===== config.mk =====
export PLATFORM = sky130hd
export DESIGN_NAME = regfile_wb_arbiter
export DESIGN_NICKNAME = d
export VERILOG_FILES = /design/src/rtl/regfile_wb_arbiter.sv
export SDC_FILE = /design/constraint.sdc
export NUM_CORES = 1
export LEC_CHECK = 0
export ABC_AREA = 1
export CAP_MARGIN = 15
export CORE_MARGIN = 2
export CORE_UTILIZATION = 39
export CTS_CLUSTER_SIZE = 10
export DETAILED_ROUTE_END_ITERATION = 16
export HOLD_SLACK_MARGIN = 0.05
export PLACE_DENSITY = 0.75
export SYNTH_ARGS = -nofsm -noshare
export SYNTH_HDL_FRONTEND = slang
export SYNTH_SLANG_ARGS = --single-unit

===== constraint.sdc =====
create_clock -name clk -period 1.6 [get_ports clk]
set_clock_uncertainty 0.05 [all_clocks]
set_input_delay 0.16 -clock clk [delete_from_list [all_inputs] [get_ports clk]]
set_output_delay 0.16 -clock clk [all_outputs]
set_load 0.02 [all_outputs]

===== src/rtl/regfile_wb_arbiter.sv =====
// regfile_wb_arbiter
// Shares the single register-file write port between the ALU write-back
// (port A) and the load unit (port B) with round-robin arbitration.
// Keeps a busy bit per architectural register so issue can detect RAW
// hazards on rs1/rs2. The write toward the register file is registered
// (1-cycle latency). A saturating counter records cycles where both
// producers competed for the port.
`timescale 1ns/1ps

module regfile_wb_arbiter #(
  parameter int DATA_W   = 64,
  parameter int ADDR_W   = 5,
  parameter int NUM_REGS = 32,
  parameter int CNT_W    = 16
) (
  input  logic              clk,
  input  logic              rst,          // asynchronous, active-low
  // ALU write-back request
  input  logic              a_valid,
  input  logic [ADDR_W-1:0] a_rd,
  input  logic [DATA_W-1:0] a_data,
  output logic              a_ready,
  // load write-back request
  input  logic              b_valid,
  input  logic [ADDR_W-1:0] b_rd,
  input  logic [DATA_W-1:0] b_data,
  output logic              b_ready,
  // register-file write port
  output logic              rf_we,
  output logic [ADDR_W-1:0] rf_rd,
  output logic [DATA_W-1:0] rf_wdata,
  // scoreboard
  input  logic              issue_set,
  input  logic [ADDR_W-1:0] issue_rd,
  input  logic [ADDR_W-1:0] rs1,
  input  logic [ADDR_W-1:0] rs2,
  output logic              rs1_busy,
  output logic              rs2_busy,
  // statistics
  output logic [CNT_W-1:0]  conflict_cnt
);

  // 1 = port B was granted most recently. Reset to B so A wins the first tie.
  logic                last_grant_b_reg;

  // Combinational arbitration results
  logic                grant_a;
  logic                grant_b;
  logic                accept;
  logic [ADDR_W-1:0]   sel_rd;
  logic [DATA_W-1:0]   sel_data;

  // Registered write stage
  logic                rf_we_reg;
  logic [ADDR_W-1:0]   rf_rd_reg;
  logic [DATA_W-1:0]   rf_wdata_reg;

  // Scoreboard: one pending-write bit per architectural register
  logic [NUM_REGS-1:0] busy_reg;
  logic [NUM_REGS-1:0] busy_next;

  // Conflict counter
  logic [CNT_W-1:0]    conflict_cnt_reg;
  logic                conflict;

  // ---------------------------------------------------------------------
  // Arbitration
  // ---------------------------------------------------------------------

  // Round-robin grant: a lone requester always wins; on a tie the port
  // that did not win last time gets the write port.
  always_comb begin
    grant_a  = a_valid & (~b_valid | last_grant_b_reg);
    grant_b  = b_valid & ~grant_a;
    accept   = grant_a | grant_b;
    sel_rd   = grant_a ? a_rd   : b_rd;
    sel_data = grant_a ? a_data : b_data;
  end

  assign a_ready  = grant_a;
  assign b_ready  = grant_b;
  assign conflict = a_valid & b_valid;

  // Remember the winner, but only on cycles where something was accepted.
  always_ff @(posedge clk or negedge rst) begin
    if (!rst) begin
      last_grant_b_reg <= 1'b1;
    end else if (accept) begin
      last_grant_b_reg <= grant_b;
    end
  end

  // ---------------------------------------------------------------------
  // Registered write stage
  // ---------------------------------------------------------------------

  // Capture the accepted request; x0 completes its handshake but never
  // raises the write enable. Destination and data hold when idle.
  always_ff @(posedge clk or negedge rst) begin
    if (!rst) begin
      rf_we_reg    <= 1'b0;
      rf_rd_reg    <= '0;
      rf_wdata_reg <= '0;
    end else if (accept) begin
      rf_we_reg    <= (sel_rd != '0);
      rf_rd_reg    <= sel_rd;
      rf_wdata_reg <= sel_data;
    end else begin
      rf_we_reg    <= 1'b0;
    end
  end

  assign rf_we    = rf_we_reg;
  assign rf_rd    = rf_rd_reg;
  assign rf_wdata = rf_wdata_reg;

  // ---------------------------------------------------------------------
  // Scoreboard
  // ---------------------------------------------------------------------

  // Per-register next state. The set term is ORed after the clear so a
  // newer producer issued on the same edge as an older commit keeps the
  // register busy. Register 0 is never busy.
  generate
    for (genvar gi = 0; gi < NUM_REGS; gi++) begin : g_busy
      if (gi == 0) begin : g_zero
        assign busy_next[gi] = 1'b0;
      end else begin : g_reg
        logic set_hit;
        logic clr_hit;
        assign set_hit       = issue_set & (issue_rd == ADDR_W'(gi));
        assign clr_hit       = rf_we_reg & (rf_rd_reg == ADDR_W'(gi));
        assign busy_next[gi] = set_hit | (busy_reg[gi] & ~clr_hit);
      end
    end
  endgenerate

  // Scoreboard state; flushed together with the pipeline on reset.
  always_ff @(posedge clk or negedge rst) begin
    if (!rst) begin
      busy_reg <= '0;
    end else begin
      busy_reg <= busy_next;
    end
  end

  // Hazard queries: a register is busy if its scoreboard bit is set or the
  // write stage is committing to it right now. x0 never reports a hazard.
  always_comb begin
    rs1_busy = (rs1 != '0) & (busy_reg[rs1] | (rf_we_reg & (rf_rd_reg == rs1)));
    rs2_busy = (rs2 != '0) & (busy_reg[rs2] | (rf_we_reg & (rf_rd_reg == rs2)));
  end

  // ---------------------------------------------------------------------
  // Conflict counter
  // ---------------------------------------------------------------------

  // Count tie cycles, saturating at all-ones instead of wrapping.
  always_ff @(posedge clk or negedge rst) begin
    if (!rst) begin
      conflict_cnt_reg <= '0;
    end else if (conflict && !(&conflict_cnt_reg)) begin
      conflict_cnt_reg <= conflict_cnt_reg + 1'b1;
    end
  end

  assign conflict_cnt = conflict_cnt_reg;

endmodule


Yosys cells after proc, flatten, opt, wreduce, memory -nomap -nowiden. Index checks and enable logic that the tools add are counted.

Register bits: 118. Input bits: 158. Word-level logic and storage cells: 254.

Add/sub/neg operators: 1. Magnitude comparators: 2. Equal/unequal tests: 64. Multiplexer cells: 7. Bitwise logic cells: 168. Reduce and logical (&&, ||, !) cells: 6.

Operators with widths (number): equality test 5 bit (second input constant) (32); AND 1 bit (100); equality test 5 x 4 -> 1 bit (second input constant) (16); 2-to-1 mux 64 bit (1); equality test 5 x 3 -> 1 bit (second input constant) (8); bitwise OR 1 bit (35); NOT 1 bit (33); equality test 5 x 2 -> 1 bit (second input constant) (4); adder 16 x 1 -> 16 bit (second input constant) (1); AND reduction 16 bit (1); nonzero test 5 bit (3); less-than comparator 5 x 6 -> 1 bit (second input constant) (2); binary-select mux 1 bit (select 5 bit) (2); equality test 5 x 1 -> 1 bit (second input constant) (2); equality test 5 bit (2); 2-to-1 mux 5 bit (1); 2-to-1 mux 1 bit (3); logical AND 1 bit (1); logical NOT 1 bit (1).

Logic depth before layout (Yosys ltp).
Depth after elaboration: 7. Gate-level depth with buffers: 12.

Least setup slack after synthesis. OpenSTA, ideal clock, no wires.

Path kind: register to register. Start point: register conflict_cnt_reg[0] (netlist: conflict_cnt[0]). End point: register conflict_cnt_reg[14] (netlist: conflict_cnt[14]). Setup time: 129 ps. Arrival time: 1670 ps. Data required time: 1421 ps. Slack: -250 ps. Cell stages (with the launch flop): 8. Path buffers: 0. Clock period less this slack: 1850 ps. Path through: dfrtp_1 ha_1 nand3_1 or2_2 or2_1 nor2_1 nand2_1 xnor2_1.

Word-level cells in the longest chain between the ends: 3. Elaborated cells between the ends (all ways): 4. Classes of those cells: add/sub: 1; reduce/logical: 3.

RTL lines: start: declaration (line 63) `logic [CNT_W-1:0] conflict_cnt_reg;`; start signal: assignment (line 163) `conflict_cnt_reg <= conflict_cnt_reg + 1'b1;`; branches (longest 3 deep; another with adder 16 x 1 -> 16 bit).

Parallel ways; which one is timed is not known. A chain may end at the register's enable or synchronous reset.

Final worst setup path.
Start point: register rf_rd_reg[3] (netlist: rf_rd[3]). End point: output rs2_busy.

Word-level cells in the longest chain between the ends: 4.

RTL lines: start: declaration (line 55) `logic [ADDR_W-1:0] rf_rd_reg;`; start signal: assignment (line 106) `rf_rd_reg <= sel_rd;`; equality test 5 bit (line 151) `rs2_busy = (rs2 != '0) & (busy_reg[rs2] | (rf_we_reg & (rf_rd_reg == rs2)));`; AND 1 bit (line 151); bitwise OR 1 bit (line 151); AND 1 bit (line 151); end: declaration (line 38) `output logic rs2_busy,`.

Every way passes these cells.

==> impl_metrics.tcl <==
set metrics [dict create \
    grt.met2_usage_pct 45.0 \
    arrival_ps 1620 \
    p_leak_nw 4.95 \
    slew_violations 0 \
    synth_edf_count 0 \
    start_util_pct 39.8 \
    cts_num_sinks 118 \
    detail-route-antenna-nets 0 \
    fmax_mhz 547 \
    grt-ovfl-total 0 \
    tightest_slew_ps 477 \
    setup_ws_ps -227 \
    synth.avg_cell_area_sq_um 7.39 \
    grt_max_degree 65 \
    io_buffers 247 \
    met1_usage_pct 32.2 \
    cp_slowest_cell "dfrtp_1" \
    path_buf_inv 3 \
    startpoint_type "register" \
    hpwlAfterDp_um 16600 \
    insertion_delay_ps 410 \
    hold_path.class "in -> async" \
    mostFrequentLayoutCells "nand2_1, clkdlybuf4s50_1, dfrtp_1" \
    largest_register_ffs 64 \
    syn-cell-area_sq_um 6050 \
    core_area_sq_um 15200 \
    grt_pass1_vias 6511 \
    cp_top_family "flip-flops" \
    preCtsSetupSlack_ps -717 \
    path_clk_slew_ps 60 \
    grt_use_total_pct 26.7 \
    layout-drive-gt1-share_pct 17.6 \
    wl_per_cell_um 16.8 \
    numCtsBuffers 17 \
    grt_pass1_wl_um 33900 \
    cts_tree "built" \
    syn-num-nets 978 \
    yosysSeqAreaShare_pct 48.8 \
    drt-vias-per-instance 5.03 \
    ys_seq_elements 118 \
    critPathMaxFanout 3 \
    die_area_sq_um 16500 \
    grt.busiest_layer "met2" \
    dr_total_vias 6709 \
    die_w_um 129 \
    met3_usage_pct 8.52 \
    async_flop_share_pct 100 \
    p_per_area_nw_per_um2 1170 \
    drt_iter0_markers 475 \
    synth_flop_cell "dfrtp_1" \
    cp.required_ps 1390 \
    layout.nets 1291 \
    drv_cap 0 \
    drt_first_pass_iters 5 \
    slew_headroom_pct 68.1 \
    n_antenna_cell 0 \
    place_congestion 0.967 \
    antenna_found_initial 0 \
    outcome "finished with violations" \
    yosys.cell_types.count 26 \
    io_pins 248 \
    nFillCells 1324 \
    layout.cells.most_common "nand2_1" \
    cpPeakStageDelay_ps 400 \
    worstSetupPathType "reg -> out" \
    drc_errors 0 \
    crit_path_end_kind "primary output" \
    rsz0062_at_grt "true" \
    violations "negative setup slack" \
    die_h_um 129 \
    cts_buffer_depth 2 \
    setup_viol 4 \
    root_buffer "clkbuf_16" \
    p_total_mw 11.8 \
    whs_ps 162 \
    routed_wl_um 22300 \
    htree_levels 4 \
    syn_to_final_growth_pct 67.2 \
    syn_inst 819 \
    final_hold_viol_count 0 \
    num_rows 45 \
    ir_drop_v 0.000811 \
    crit_chain "buf_6, o21ai_0, nor3_2, nand3_1, nand3_1, nand2_1, inv_1, buf_6" \
    fin_crit_ps 1830 \
    synth-warning-count 0 \
    post-route-period-util_pct 114 \
]
path summary, 6_finish.rpt:
kind	start	to	slack (ps)	cells past startpoint
min in group clk	b_data[29]	rf_wdata[29]$_DFFE_PN0P_	240	3
setup reg to reg	conflict_cnt[0]$_DFFE_PN0P_	conflict_cnt[10]$_DFFE_PN0P_	-20	7
setup / recovery	rf_rd[3]$_DFFE_PN0P_	rs2_busy	-230	8
hold reg to reg	rf_wdata[13]$_DFFE_PN0P_	rf_wdata[13]$_DFFE_PN0P_	430	2
hold / removal	rst	conflict_cnt[0]$_DFFE_PN0P_	160	2
max in group asynchronous	rst	last_grant_b_reg$_DFFE_PN1P_	670	3
report_power, final:
part	internal (mW)	switching (mW)
Clock	2.53	1.41
Combinational	1.62	2.02
Sequential	3.66	0.600
Total	7.81	4.03
layer usage:
layer | wire (um) | share of wire [%]
met1 | 8880 | 40
met2 | 11100 | 50
met3 | 1620 | 7.2
met4 | 710 | 3.2
met5 | 0 | 0
through the flow:
step | TNS (ps) | instance area [sq um] | utilization (%) | std cells
6_report | -490 | 10100 | 66.6 | 1333
5_1_grt | -1380 | 10100 | 66.6 | 1333
4_1_cts | -439 | 9850 | 64.8 | 1328
3_5_place_dp | -21080 | 9200 | 60.5 | 1286
3_3_place_gp | -19310 | 9200 | 60.5 | 1286
2_1_floorplan | -45.5 | 6080 | - | 819
what timing repair did:
| item | in CTS | in global routing |
|---|---|---|
| gates cloned | 1 | 0 |
| pin swaps | 12 | 28 |
| hold buffers | 1 | 0 |
| setup endpoints to repair | 148 | 63 |
| hold endpoints to repair | 117 | 0 |
| setup buffers | 8 | 6 |
| gates resized for setup | 146 | 71 |
logic make-up (layout without fill, tap and decap cells):
group | after synthesis | count (layout) | synth area share (%)
compound gates | 92 | 92 | 8.04
xor+xnor | 16 | 16 | 2.31
fa+ha+maj | 1 | 1 | 0.207
buf+inv | 102 | 428 | 6.86
flops | 118 | 118 | 48.8
mux | 5 | 5 | 0.827
simple gates | 485 | 485 | 32.9
worst reg2reg max path, stage by stage, from the launching register on:
cell     delay, ps
dfrtp_2        420
ha_4           160
nand3_4         90
or2_4          240
or2_4          250
nor2_4         110
buf_6          100
xor2_1         130
layout make-up:
| type | count | area [sq um] | share of cell area [%] |
|---|---|---|---|
| Clock buffer | 21 | 460 | 4.55 |
| Clock inverter | 11 | 148 | 1.46 |
| Sequential cell | 118 | 2960 | 29.3 |
| Inverter | 66 | 250 | 2.47 |
| Timing Repair Buffer | 330 | 3140 | 31.0 |
| Tap cell | 188 | 235 | 2.32 |
| Multi-Input combinational cell | 599 | 2930 | 28.9 |
cell usage after synthesis (6+ instances only):
| cell type | n | share of area [%] |
|---|---|---|
| nand3_1 | 120 | 9.9 |
| inv_1 | 64 | 4.0 |
| xnor2_1 | 6 | 0.87 |
| a21oi_1 | 10 | 0.83 |
| nor3_1 | 11 | 0.91 |
| buf_2 | 11 | 0.91 |
| nor2_1 | 31 | 1.9 |
| dfrtp_1 | 117 | 48 |
| nand2_1 | 319 | 20 |
| clkbuf_1 | 18 | 1.1 |
| o21ai_0 | 73 | 6.0 |
| xor2_1 | 10 | 1.4 |
(Power assumes the default switching activity.)
